[src/rtl/latency_meter_pkg.sv]
// Shared widths, defaults and error-bit indices for the latency meter slice.
package latency_meter_pkg;

    localparam int unsigned CNT_W_DEF   = 16;
    localparam int unsigned DEPTH_DEF   = 8;
    localparam int unsigned TIMEOUT_DEF = 1024;

    localparam int unsigned PTR_W     = $clog2(DEPTH_DEF);
    localparam int unsigned CNT_OUT_W = PTR_W + 1;

    localparam int unsigned ERR_OVERFLOW = 0;
    localparam int unsigned ERR_TIMEOUT  = 1;
    localparam int unsigned ERR_UNEXP    = 2;
    localparam int unsigned ERR_LOST     = 3;
    localparam int unsigned ERR_W        = 4;

endpackage

[src/rtl/latency_meter_ts_fifo.sv]
// Timestamp FIFO: synchronous, push and pop allowed in the same cycle, head read combinationally.
module ts_fifo #(
    parameter int unsigned W     = 16,
    parameter int unsigned DEPTH = 8
) (
    input  logic                       clk,
    input  logic                       rst,
    input  logic                       clear,
    input  logic                       push,
    input  logic                       pop,
    input  logic [W-1:0]               din,
    output logic [W-1:0]               head_c,
    output logic                       full_c,
    output logic                       empty_c,
    output logic [$clog2(DEPTH):0]     count
);

    localparam int unsigned PTR_W     = $clog2(DEPTH);
    localparam int unsigned CNT_OUT_W = PTR_W + 1;

    logic [W-1:0]         mem_q [DEPTH];
    logic [W-1:0]         mem_d [DEPTH];
    logic [PTR_W-1:0]     rd_q, rd_d;
    logic [PTR_W-1:0]     wr_q, wr_d;
    logic [CNT_OUT_W-1:0] cnt_q, cnt_d;

    always_comb begin
        mem_d = mem_q;
        rd_d  = rd_q;
        wr_d  = wr_q;
        cnt_d = cnt_q;
        if (clear) begin
            rd_d  = '0;
            wr_d  = '0;
            cnt_d = '0;
        end else begin
            if (push) begin
                mem_d[wr_q] = din;
                wr_d        = wr_q + PTR_W'(1);
            end
            if (pop) begin
                rd_d = rd_q + PTR_W'(1);
            end
            case ({push, pop})
                2'b10:   cnt_d = cnt_q + CNT_OUT_W'(1);
                2'b01:   cnt_d = cnt_q - CNT_OUT_W'(1);
                default: cnt_d = cnt_q;
            endcase
        end
    end

    always_ff @(posedge clk or posedge rst) begin
        if (rst) begin
            for (int unsigned i = 0; i < DEPTH; i++) begin
                mem_q[i] <= '0;
            end
            rd_q  <= '0;
            wr_q  <= '0;
            cnt_q <= '0;
        end else begin
            mem_q <= mem_d;
            rd_q  <= rd_d;
            wr_q  <= wr_d;
            cnt_q <= cnt_d;
        end
    end

    assign head_c  = mem_q[rd_q];
    assign full_c  = (cnt_q == CNT_OUT_W'(DEPTH));
    assign empty_c = (cnt_q == '0);
    assign count   = cnt_q;

endmodule

[src/rtl/latency_meter.sv]
// Launch/echo latency meter: timestamps launches, matches echoes in FIFO order,
// reports per-pulse latency with min/max tracking and sticky error flags.
module latency_meter
    import latency_meter_pkg::*;
#(
    parameter int unsigned CNT_W   = CNT_W_DEF,
    parameter int unsigned DEPTH   = DEPTH_DEF,
    parameter int unsigned TIMEOUT = TIMEOUT_DEF
) (
    input  logic                   clk,
    input  logic                   rst,
    input  logic                   clear,
    input  logic                   launch,
    input  logic                   echo,
    output logic                   meas_valid,
    input  logic                   meas_ready,
    output logic [CNT_W-1:0]       meas_latency,
    output logic [CNT_W-1:0]       lat_min,
    output logic [CNT_W-1:0]       lat_max,
    output logic [$clog2(DEPTH):0] outstanding,
    output logic                   err_overflow,
    output logic                   err_timeout,
    output logic                   err_unexp,
    output logic                   err_lost
);

    logic [CNT_W-1:0] ts_q, ts_d;
    logic             meas_valid_q, meas_valid_d;
    logic [CNT_W-1:0] meas_latency_q, meas_latency_d;
    logic [CNT_W-1:0] lat_min_q, lat_min_d;
    logic [CNT_W-1:0] lat_max_q, lat_max_d;
    logic [ERR_W-1:0] err_q, err_d;

    logic [CNT_W-1:0] head_c;
    logic             full_c, empty_c;
    logic [CNT_W-1:0] age_c;
    logic             echo_hit_c, timeout_hit_c, push_c, pop_c;
    logic             unexp_c, overflow_c;

    ts_fifo #(
        .W     (CNT_W),
        .DEPTH (DEPTH)
    ) u_fifo (
        .clk     (clk),
        .rst     (rst),
        .clear   (clear),
        .push    (push_c),
        .pop     (pop_c),
        .din     (ts_q),
        .head_c  (head_c),
        .full_c  (full_c),
        .empty_c (empty_c),
        .count   (outstanding)
    );

    // Match/timeout arbitration: an echo beats a timeout, at most one pop per cycle.
    always_comb begin
        age_c         = ts_q - head_c;
        echo_hit_c    = echo && !clear && !empty_c;
        timeout_hit_c = !clear && !empty_c && !echo && (age_c >= CNT_W'(TIMEOUT));
        pop_c         = echo_hit_c || timeout_hit_c;
        push_c        = launch && !clear && (!full_c || echo_hit_c);
        unexp_c       = echo && !clear && empty_c;
        overflow_c    = launch && !clear && full_c && !echo_hit_c;
    end

    // Result register, min/max and sticky error flags.
    always_comb begin
        ts_d           = ts_q + CNT_W'(1);
        meas_valid_d   = meas_valid_q;
        meas_latency_d = meas_latency_q;
        lat_min_d      = lat_min_q;
        lat_max_d      = lat_max_q;
        err_d          = err_q;
        if (clear) begin
            ts_d           = '0;
            meas_valid_d   = 1'b0;
            meas_latency_d = '0;
            lat_min_d      = '1;
            lat_max_d      = '0;
            err_d          = '0;
        end else begin
            if (meas_valid_q && meas_ready) begin
                meas_valid_d = 1'b0;
            end
            if (echo_hit_c) begin
                if (meas_valid_q && !meas_ready) begin
                    err_d[ERR_LOST] = 1'b1;
                end else begin
                    meas_valid_d   = 1'b1;
                    meas_latency_d = age_c;
                end
                if (age_c < lat_min_q) begin
                    lat_min_d = age_c;
                end
                if (age_c > lat_max_q) begin
                    lat_max_d = age_c;
                end
            end
            if (timeout_hit_c) begin
                err_d[ERR_TIMEOUT] = 1'b1;
            end
            if (unexp_c) begin
                err_d[ERR_UNEXP] = 1'b1;
            end
            if (overflow_c) begin
                err_d[ERR_OVERFLOW] = 1'b1;
            end
        end
    end

    always_ff @(posedge clk or posedge rst) begin
        if (rst) begin
            ts_q           <= '0;
            meas_valid_q   <= 1'b0;
            meas_latency_q <= '0;
            lat_min_q      <= '1;
            lat_max_q      <= '0;
            err_q          <= '0;
        end else begin
            ts_q           <= ts_d;
            meas_valid_q   <= meas_valid_d;
            meas_latency_q <= meas_latency_d;
            lat_min_q      <= lat_min_d;
            lat_max_q      <= lat_max_d;
            err_q          <= err_d;
        end
    end

    assign meas_valid   = meas_valid_q;
    assign meas_latency = meas_latency_q;
    assign lat_min      = lat_min_q;
    assign lat_max      = lat_max_q;
    assign err_overflow = err_q[ERR_OVERFLOW];
    assign err_timeout  = err_q[ERR_TIMEOUT];
    assign err_unexp    = err_q[ERR_UNEXP];
    assign err_lost     = err_q[ERR_LOST];

endmodule

[config.mk]
export PLATFORM = sky130hd
export DESIGN_NAME = latency_meter
export DESIGN_NICKNAME = d
export VERILOG_FILES = /design/src/rtl/latency_meter_pkg.sv /design/src/rtl/latency_meter_ts_fifo.sv /design/src/rtl/latency_meter.sv
export SDC_FILE = /design/constraint.sdc
export NUM_CORES = 1
export LEC_CHECK = 0
export BUFFER_PORTS_ARGS = -buffer_cell sky130_fd_sc_hd__buf_2
export CORE_MARGIN = 10
export CORE_UTILIZATION = 65
export CTS_CLUSTER_DIAMETER = 50
export DETAILED_ROUTE_END_ITERATION = 10
export GPL_TIMING_DRIVEN = 0
export HOLD_SLACK_MARGIN = 0.05
export PLACE_DENSITY = 0.86
export SYNTH_ARGS = -nofsm -noshare
export SYNTH_HDL_FRONTEND = slang
export SYNTH_SLANG_ARGS = --single-unit
[constraint.sdc]
create_clock -name clk -period 11.6 [get_ports clk]
set_input_delay 2.32 -clock clk [delete_from_list [all_inputs] [get_ports clk]]
set_output_delay 2.32 -clock clk [all_outputs]
set_load 0.005 [all_outputs]
Word level (Yosys, flattened, before mapping)
Index checks and enable logic that the tools add are counted.

Add/subtract/negate cells: 6. Magnitude comparators: 6. Equal/unequal tests: 4. Mux-type cells: 32. Bitwise logic cells: 3. Reductions and logical operators: 37.

Operators with widths (number): $mux 16 (13); $bwmux 128 (1); $bmux 16 s3 (1); $demux 16 s3 (1); $reduce_bool 2->1 (9); $add 16x1->16 const B (1); $ge 16x11->1 const B (1); $gt 16x16->1 (1); $lt 16x16->1 (1); $sub 16x16->16 (1); $logic_and 1x1->1 (13); $mux 3 (4); $reduce_and 2->1 (5); $mux 1 (9); $ge 4x4->1 const B (2); $mux 4 (2); $not 3->4 (2); $pmux 4 s2 (1); $add 3x1->3 const B (2); $logic_not 1->1 (6); $add 4x1->4 const B (1); $eq 4x4->1 const B (1); $logic_not 4->1 (1); $lt 4x1->1 const B (1); 7 further kinds (8).

Flip-flop bits (word level): 207. Output and inout port bits: 57.

Longest topological paths before layout
Gate-level depths: netlist of run 1.

Depth in word-level cells: 11. Mapped depth: 24.

Modules after synthesis
From an unflattened synthesis of run 1, not the netlist that was laid out.

Cells, all modules: 921. Area, all modules: 11219.5 um^2.

By module, submodules not included: ts_fifo (times used 1, cells an instance 402, area each 6423.7 um^2); latency_meter (times used 1, cells an instance 519, area each 4795.8 um^2).

Worst setup path before layout of run 1
OpenSTA, ideal clock, no wires.

Path kind: register to register. Start point: register u_fifo.rd_q[0]. End point: register lat_min_q[13], in the netlist lat_min[13]. Setup time: 91 ps. Arrival time: 5677 ps. Required time: 11509 ps. Slack: 5833 ps. Cell stages (with the launch flop): 25. Path buffers: 3. Cells stage by stage: dfrtp_1 clkbuf_1 buf_1 mux4_2 mux2_2 ha_1 fa_1 and2b_1 o2111ai_1 a311o_1 nand2_1 a21o_1 a21oi_1 xnor2_1 ha_1 nand2_1 a211oi_1 o31ai_1 o211ai_1 a31o_2 maj3_1 a31oi_1 buf_2 mux2i_1 nand2_1.

Cells in the longest elaborated chain, start to end: 8. Elaborated cells on any way between the ends: 11. Classes of those cells: add/sub (1); order compare (1); mux (6); bitwise (1); reduce/logical (2).

Ends and longest elaborated chain: start, declared (RTL line latency_meter_ts_fifo.sv:23) `logic [PTR_W-1:0] rd_q, rd_d;`; start signal, assigned (RTL line latency_meter_ts_fifo.sv:62) `rd_q <= rd_d;`; $not 3->4 (implied by the code) * (RTL line latency_meter_ts_fifo.sv:68) `assign head_c = mem_q[rd_q];`; $bmux 16 s3 * (RTL line latency_meter_ts_fifo.sv:68); $mux 16 (implied by the code) * (2 in series) (RTL line latency_meter_ts_fifo.sv:68); $sub 16x16->16 * (RTL line latency_meter.sv:58) `age_c = ts_q - head_c;`; $lt 16x16->1 / $mux 16 (equally long branches) (RTL line latency_meter.sv:93) `if (age_c < lat_min_q) begin`; $reduce_bool 2->1 (no line) / $mux 16 (equally long branches); $reduce_and 2->1 (no line) / $mux 16 (equally long branches); end signal, assigned (RTL line latency_meter.sv:124) `lat_min_q <= lat_min_d;`; end, declared (RTL line latency_meter.sv:30) `logic [CNT_W-1:0] lat_min_q, lat_min_d;`.

Every way passes the cells marked *; elsewhere a longest branch is shown, timed or not. The select of a mux whose other input is x is not followed. A chain may end at the register's enable or synchronous reset.

Final worst setup path of run 1
Start point: register u_fifo.rd_q[0]. End point: register lat_min_q[2], in the netlist lat_min[2].

The elaborated chain is that of the path after synthesis.

==> summary.md, run 1 <==
| Metric | Value |
|---|---|
| Mean Syn Cell Area | `~12 µm²` |
| Syn Nets | `roughly 980` |
| Post_cts resized | `0` |
| Tcrit/Tclk final | `61.0%` |
| PwrDens | `around 210 nW/µm²` |
| GPL Wtd Cong | `0.934` |
| First-pass GRT wire length | `between 40 and 50 mm` |
| Max Root-Sink Buffers | `3` |
| Post-synth top area cell | `dfrtp_1` |
| Root buf cell | `clkbuf_16` |
| DR pass1 iterations | `8` |
| Post-Synth Adder-Cell Area | `6.14%` |
| Post-synthesis cell area | `10800 µm²` |
| Setup bufs post-CTS | `0` |
| Critical Path RT | `~12000 ps` |
| Initial antenna violation count | `0` |
| Register area share after synthesis | `a little under half` |
| Comb pwr share | `38.8%` |
| Hold-fix buffer count after cts | `0` |
| Critical path endpoint category | `flip-flop` |
| Setup violators final | `0` |
| Reg area | `5200 µm²` |
| Routed vias/inst | `6.31` |
| Fillers | `1029` |
| Die height | `roughly 150 µm` |
| Largest net degree at the start of global routing | `109` |
| Xor/xnor share of the synthesized area | `2.41%` |
| Layout cells sized above 1 | `approximately 29%` |
| Synth top area share | `44.1%` |
| Compound-cell area share of the yosys netlist | `9.90%` |
| Synth cell count leaders | `dfrtp_1, mux2_2, nand2_1` |
| Pint | `1.63 mW` |
| HP Class | `reg -> reg` |
| Synth Flop Type | `dfrtp_1` |
| CTS buffer count | `23` |
| Worst slew margin | `13.7%` |
| Clock sinks | `207` |
| Synth warnings | `0` |
| Top post-synthesis cells by area | `dfrtp_1, mux2_2, mux4_2` |
| Synth unique cells | `66` |
| DR DRC count | `0` |
| Initial Util | `65.9%` |
| CP Data Arrival Time | `~7500 ps` |
| Crit path launch type | `flip-flop` |
| Die Wd | `149 µm` |
| Rows | `47` |
| Status | `completed` |
| Drt wl/cell | `21.6 µm` |
| Flop pwr share | `34.5%` |
| F_max | `0.141 GHz` |
| Crit path kind | `reg -> reg` |
| Post-synth EDFFs | `0` |
| Slew @ Worst Pin | `1290 ps` |
| Worst-skew pair later-pin latency | `520 ps` |
| Slew Limit Fails | `0` |
| Fin Clk Skew | `21.5 ps` |
| Antenna-violating nets left | `0` |
| GRT Total Usage | `24.1%` |
| Number of top-level pins | `63` |
| CTS tree | `built` |
| Via count | `slightly below 8000` |
| Port Buf Inserts | `62` |
| Clock Power Share | `approximately a quarter` |
| Initial DRC count | `603` |
| Vias in the first global route | `8160` |
| Static Leak | `5.90 nW` |
| Synthesis-stage register bit count | `207` |
| Synth Instances | `919` |
| N_diodes | `0` |
| Setup TNS | `0 ps` |
| Switch Pwr | `0.944 mW` |
| Core Area | `roughly 16000 µm²` |
| Final hold vios | `0` |
| Area taken by multi-input logic gates | `5230 µm²` |
| P&R area growth vs syn | `12.3%` |
| Async SR Flop Fraction | `100%` |
| Final std cells w/o fill | `1244` |
| Detailed Place HPWL | `18.3 mm` |
| Die area | `22300 µm²` |
| Max H-tree Level | `1` |
| Maximum VDD drop | `151 µV` |
| Max_cap viols | `0` |
| Nets | `1064` |
| Max FO, Critical Path | `10` |
| DP Cell Count | `about 1200` |
| Mux cell area share after synthesis | `20.8%` |
| Clock transition at path regs | `~60 ps` |
| RSZ-0062 raised after global routing | `false` |
| Final min period | `7070 ps` |
| Largest family of logic cells by synthesized area | `multiplexers` |
| Global route total overflow | `0` |
| Top-count cell post-synth | `dfrtp_1` |
| Simple-gate share of the synthesized area | `8.89%` |
| WL final | `26.8 mm` |
| Sw frac | `36.6%` |
cell usage in the layout (no fill, tap or decap), types with 13 or more instances in the layout:
master / synthesis / final
nand2_1: 62 / 62
o21ai_0: 33 / 33
and3_1: 18 / 18
xor2_1: 15 / 15
ha_1: 50 / 50
clkbuf_16: 0 / 23
mux2i_1: 20 / 20
buf_2: 8 / 70
o211ai_1: 17 / 17
a31o_2: 13 / 13
clkbuf_1: 52 / 60
mux2_2: 119 / 119
inv_1: 42 / 41
nor2_1: 43 / 43
a21oi_1: 34 / 34
nand3_1: 18 / 18
mux4_2: 32 / 32
dfstp_2: 16 / 16
dfrtp_1: 191 / 191
xnor2_1: 13 / 13
kinds of logic after synthesis:
kind of cell / count (synthesis)
flip-flops: 207
multiplexers: 171
AO/OA/AOI/OAI: 158
XOR/XNOR: 29
adder cells (fa/ha/maj): 53
AND/OR/NAND/NOR: 194
buffers and inverters: 107
worst max-delay path, stage by stage, from the launching register on:
cell and delay [ps]:
dfrtp_1 350, clkbuf_1 360, buf_1 700, mux4_2 600, mux2_2 300, ha_1 190, fa_1 390, and2b_1 240
o2111ai_1 140, a311o_1 490, nand2_1 130, a21o_1 120, a21oi_1 70, xnor2_1 510, ha_1 360, nand2_1 100
a211oi_1 60, o31ai_1 80, o211ai_1 120, a31o_2 240, maj3_1 350, a31oi_1 310, clkbuf_1 450, nand2_1 140
o211ai_1 150
routing by layer:
layer  wire (µm)  global-route usage, %  vias to the layer above
li1            -                      -                     3503
met1       10700                   29.6                     3948
met2       13100                   39.8                      329
met3        2260                   6.34                       74
met4         813                   10.1                        0
met5           0                      0                        -
state kept, by name, indices dropped and copies added, names as in the netlist:
signal / flops
err_q: 4
lat_max: 16
lat_min: 16
meas_latency: 16
meas_valid: 1
ts_q: 16
u_fifo.count: 4
u_fifo.mem_q: 128
u_fifo.rd_q: 3
u_fifo.wr_q: 3
cell type report:
| type | count | area share (%) |
|---|---|---|
| Buffer | 64 | 2.12 |
| Clock buffer | 34 | 5.31 |
| Clock inverter | 8 | 0.514 |
| Inverter | 43 | 1.39 |
| Multi-Input combinational cell | 605 | 42.9 |
| Sequential cell | 207 | 42.7 |
| Tap cell | 220 | 2.26 |
| Timing Repair Buffer | 63 | 2.77 |
per-stage QoR:
stage	power (mW)	setup slack [ps]	cell area (µm²)	hold WS [ps]	utilization (%)
finish	2.58	4530	12200	476	73.9
global route	2.74	4020	12200	501	73.9
CTS	2.58	4520	12200	486	73.9
detailed placement	1.88	4610	11500	469	69.6
global placement	1.85	1510	11400	456	69.4
floorplan	1.57	3650	10800	445	-
worst paths after layout:
path	slack [ps]	to	depth (start not counted)	startpoint
min reg2reg	480	meas_latency[6]	2	meas_latency[6]
max reg2reg	4530	lat_min[2]	24	u_fifo.rd_q[0]
max	4530	lat_min[2]	24	u_fifo.rd_q[0]
min in group asynchronous	1960	lat_max[3]	2	rst
min	480	meas_latency[6]	2	meas_latency[6]
max in group asynchronous	8700	u_fifo.mem_q[21]	3	rst
power by group through the flow:
| stage | clock network, mW | registers, mW | logic, mW |
|---|---|---|---|
| global route | 0.725 | 0.898 | 1.12 |
| CTS | 0.693 | 0.886 | 0.996 |
| finish | 0.687 | 0.889 | 1.00 |
| global placement | 0 | 0.894 | 0.956 |
| floorplan | 0 | 0.891 | 0.683 |
| detailed placement | 0 | 0.898 | 0.986 |
Note: power is estimated with default switching activity, not from simulation.
==> run 2: changes to the inputs <==
--- a/config.mk
+++ b/config.mk
@@ -7,12 +7,12 @@
 export LEC_CHECK = 0
 export BUFFER_PORTS_ARGS = -buffer_cell sky130_fd_sc_hd__buf_2
 export CORE_MARGIN = 10
-export CORE_UTILIZATION = 65
+export CORE_UTILIZATION = 56
 export CTS_CLUSTER_DIAMETER = 50
 export DETAILED_ROUTE_END_ITERATION = 10
 export GPL_TIMING_DRIVEN = 0
 export HOLD_SLACK_MARGIN = 0.05
-export PLACE_DENSITY = 0.86
+export PLACE_DENSITY = 0.79
 export SYNTH_ARGS = -nofsm -noshare
 export SYNTH_HDL_FRONTEND = slang
 export SYNTH_SLANG_ARGS = --single-unit
==> constraint.sdc (replaced) <==
create_clock -name clk -period 5.8 [get_ports clk]
set_input_delay 1.16 -clock clk [delete_from_list [all_inputs] [get_ports clk]]
set_output_delay 1.16 -clock clk [all_outputs]
set_load 0.005 [all_outputs]
==> summary.md, run 2 (synthesis results as in run 1) <==
| Metric | Value |
|---|---|
| Slew Limit Fails | `0 (unchanged)` |
| Worst slew margin | `43.5% (was 13.7%)` |
| GRT Total Usage | `20.7% (was 24.1%)` |
| Detailed Place HPWL | `18.6 mm (was 18.3 mm)` |
| Initial DRC count | `564 (was 603)` |
| Max Root-Sink Buffers | `3 (unchanged)` |
| Post-placement cell area | `11600 µm² (was 11500 µm²)` |
| Die Wd | `159 µm (was 149 µm)` |
| Critical path endpoint category | `flip-flop (unchanged)` |
| Port Buf Inserts | `62 (unchanged)` |
| CTS tree | `built (unchanged)` |
| Core Area | `18900 µm² (was 16500 µm²)` |
| Design Area, Final | `12600 µm² (was 12200 µm²)` |
| DR DRC count | `0 (unchanged)` |
| P&R area growth vs syn | `16.6% (was 12.3%)` |
| Initial Util | `57.4% (was 65.9%)` |
| Tcrit/Tclk final | `96.6% (was 61.0%)` |
| First-pass GRT wire length | `43.5 mm (was 43.1 mm)` |
| Final min period | `5600 ps (was 7070 ps)` |
| Critical Path RT | `6230 ps (was 12010 ps)` |
| Commonest non-fill, non-tap cells in the layout | `dfrtp_1, mux2_2, buf_2 (unchanged)` |
| Vias in the first global route | `7954 (was 8160)` |
| Largest register FFs | `128 (unchanged)` |
| DR pass1 iterations | `5 (was 8)` |
| Biggest register | `u_fifo.mem_q (unchanged)` |
| F_max | `0.178 GHz (was 0.141 GHz)` |
| Setup violators final | `0 (unchanged)` |
| Routed vias/inst | `6.03 (was 6.31)` |
| CTS buffer count | `24 (was 23)` |
| Antenna-violating nets left | `0 (unchanged)` |
| PwrDens | `439 nW/µm² (was 212 nW/µm²)` |
| Die height | `159 µm (was 149 µm)` |
| Root buf cell | `clkbuf_16 (unchanged)` |
| Max H-tree Level | `1 (unchanged)` |
| Max FO, Critical Path | `10 (unchanged)` |
| Clock transition at path regs | `60 ps (about the same)` |
| Rows | `50 (was 47)` |
| Status | `completed (unchanged)` |
| Most common cell after layout, fill and taps aside | `dfrtp_1 (unchanged)` |
| Global route total overflow | `0 (unchanged)` |
| Clock sinks | `207 (unchanged)` |
| Slew @ Worst Pin | `847 ps (was 1290 ps)` |
| Via count | `7832 (was 7854)` |
| Max_cap viols | `0 (unchanged)` |
| CP Data Arrival Time | `6040 ps (was 7490 ps)` |
| Fin Clk Skew | `18.5 ps (was 21.5 ps)` |
| Worst hold slack | `481 ps (was 476 ps)` |
| N_diodes | `0 (unchanged)` |
| Nets | `1078 (was 1064)` |
| Static Leak | `6.11 nW (was 5.90 nW)` |
| Largest net degree at the start of global routing | `41 (was 109)` |
| Initial antenna violation count | `0 (unchanged)` |
| GPL Wtd Cong | `0.894 (was 0.934)` |
| Die area | `25300 µm² (was 22300 µm²)` |
| Setup TNS | `0 ps (unchanged)` |
| Drt wl/cell | `20.7 µm (was 21.6 µm)` |
| Layout cells sized above 1 | `32.7% (was 29.0%)` |
| Crit path launch type | `flip-flop (unchanged)` |
| Crit path kind | `reg -> reg (unchanged)` |
| Maximum VDD drop | `236 µV (was 151 µV)` |
| Final hold vios | `0 (unchanged)` |
| WL final | `26.9 mm (was 26.8 mm)` |
| Worst-skew pair later-pin latency | `530 ps (was 520 ps)` |
| Number of top-level pins | `63 (unchanged)` |
| HP Class | `reg -> reg (unchanged)` |
==> run 2: changes by cell type in the layout (fill, tap and decap cells not counted), sizes merged <==
cell / previous run / this run
buf: 75 / 91
clkinv: 2 / 6
clkinvlp: 2 / 6
clkdlybuf4s15: 0 / 1
bufinv: 0 / 4
inv: 47 / 43
clkbuf: 86 / 76
==> run 2: what timing repair did <==
item                       CTS  global route
gates cloned                 0             0
gates resized for setup     29            17
buffers inserted             3             6
hold buffers                 0             0
setup endpoints to repair   34            31
pin swaps                    2             2
==> run 2: worst max-delay path, cell delays in order (launching register included) <==
cell       delay (ps)
dfrtp_2           480
buf_12            150
mux4_2            500
mux2_2            300
ha_1              200
fa_1              390
and2b_1           240
o2111ai_1         170
a311o_2           400
nand2_1           130
a21o_1            130
a21oi_1            90
xnor2_2           290
ha_1              330
nand2_1           130
a211oi_1           70
o31ai_1            80
o211ai_1          130
a31o_2            240
maj3_1            390
a31oi_4           250
buf_6             180
mux2i_1           180
nand2_1            70
==> run 2: cell type report <==
type,count,area [µm²]
fill,1369,6250
multi-input combinational,605,5300
sequential,207,5200
clock buffer,28,636
timing repair buffer,77,498
tap,260,325
buffer,63,307
clock inverter,16,215
inverter,43,165
==> run 2: path summary, 6_finish.rpt <==
| check | startpoint | to | slack (ps) | cells after the start |
|---|---|---|---|---|
| min in group asynchronous | rst | u_fifo.count[1] | 700 | 2 |
| max in group asynchronous | rst | u_fifo.mem_q[119] | 3640 | 7 |
| max reg2reg | u_fifo.rd_q[0] | lat_min[13] | 200 | 23 |
| min | meas_latency[4] | meas_latency[4] | 480 | 2 |
| max | u_fifo.rd_q[0] | lat_min[13] | 200 | 23 |
| min reg2reg | meas_latency[4] | meas_latency[4] | 480 | 2 |
==> run 2: routing by layer <==
metal	track usage [%]	part of all wire (%)	vias to the layer above
li1	-	-	3528
met3	4.91	7.6	59
met5	0	0	-
met4	6.19	2.2	0
met2	35.1	49	277
met1	25.8	41	3968
==> run 2: stage by stage <==
| step | power (mW) | util [%] | cells | worst slack (ps) |
|---|---|---|---|---|
| after floorplan | 3.15 | - | 919 | 32.9 |
| after global placement | 3.71 | 60.8 | 1241 | -1140 |
| after detailed placement | 3.76 | 61.4 | 1247 | -1260 |
| after CTS | 5.45 | 66.4 | 1293 | 33.3 |
| after global routing | 5.89 | 66.9 | 1299 | -54.3 |
| final | 5.55 | 66.9 | 1299 | 197 |
==> run 2: power by group <==
group / total [mW] / internal [mW] / switching (mW)
clock network: 1.60 / 0.972 / 0.630
registers: 1.79 / 1.64 / 0.147
logic: 2.16 / 0.951 / 1.21
total: 5.55 / 3.57 / 1.99
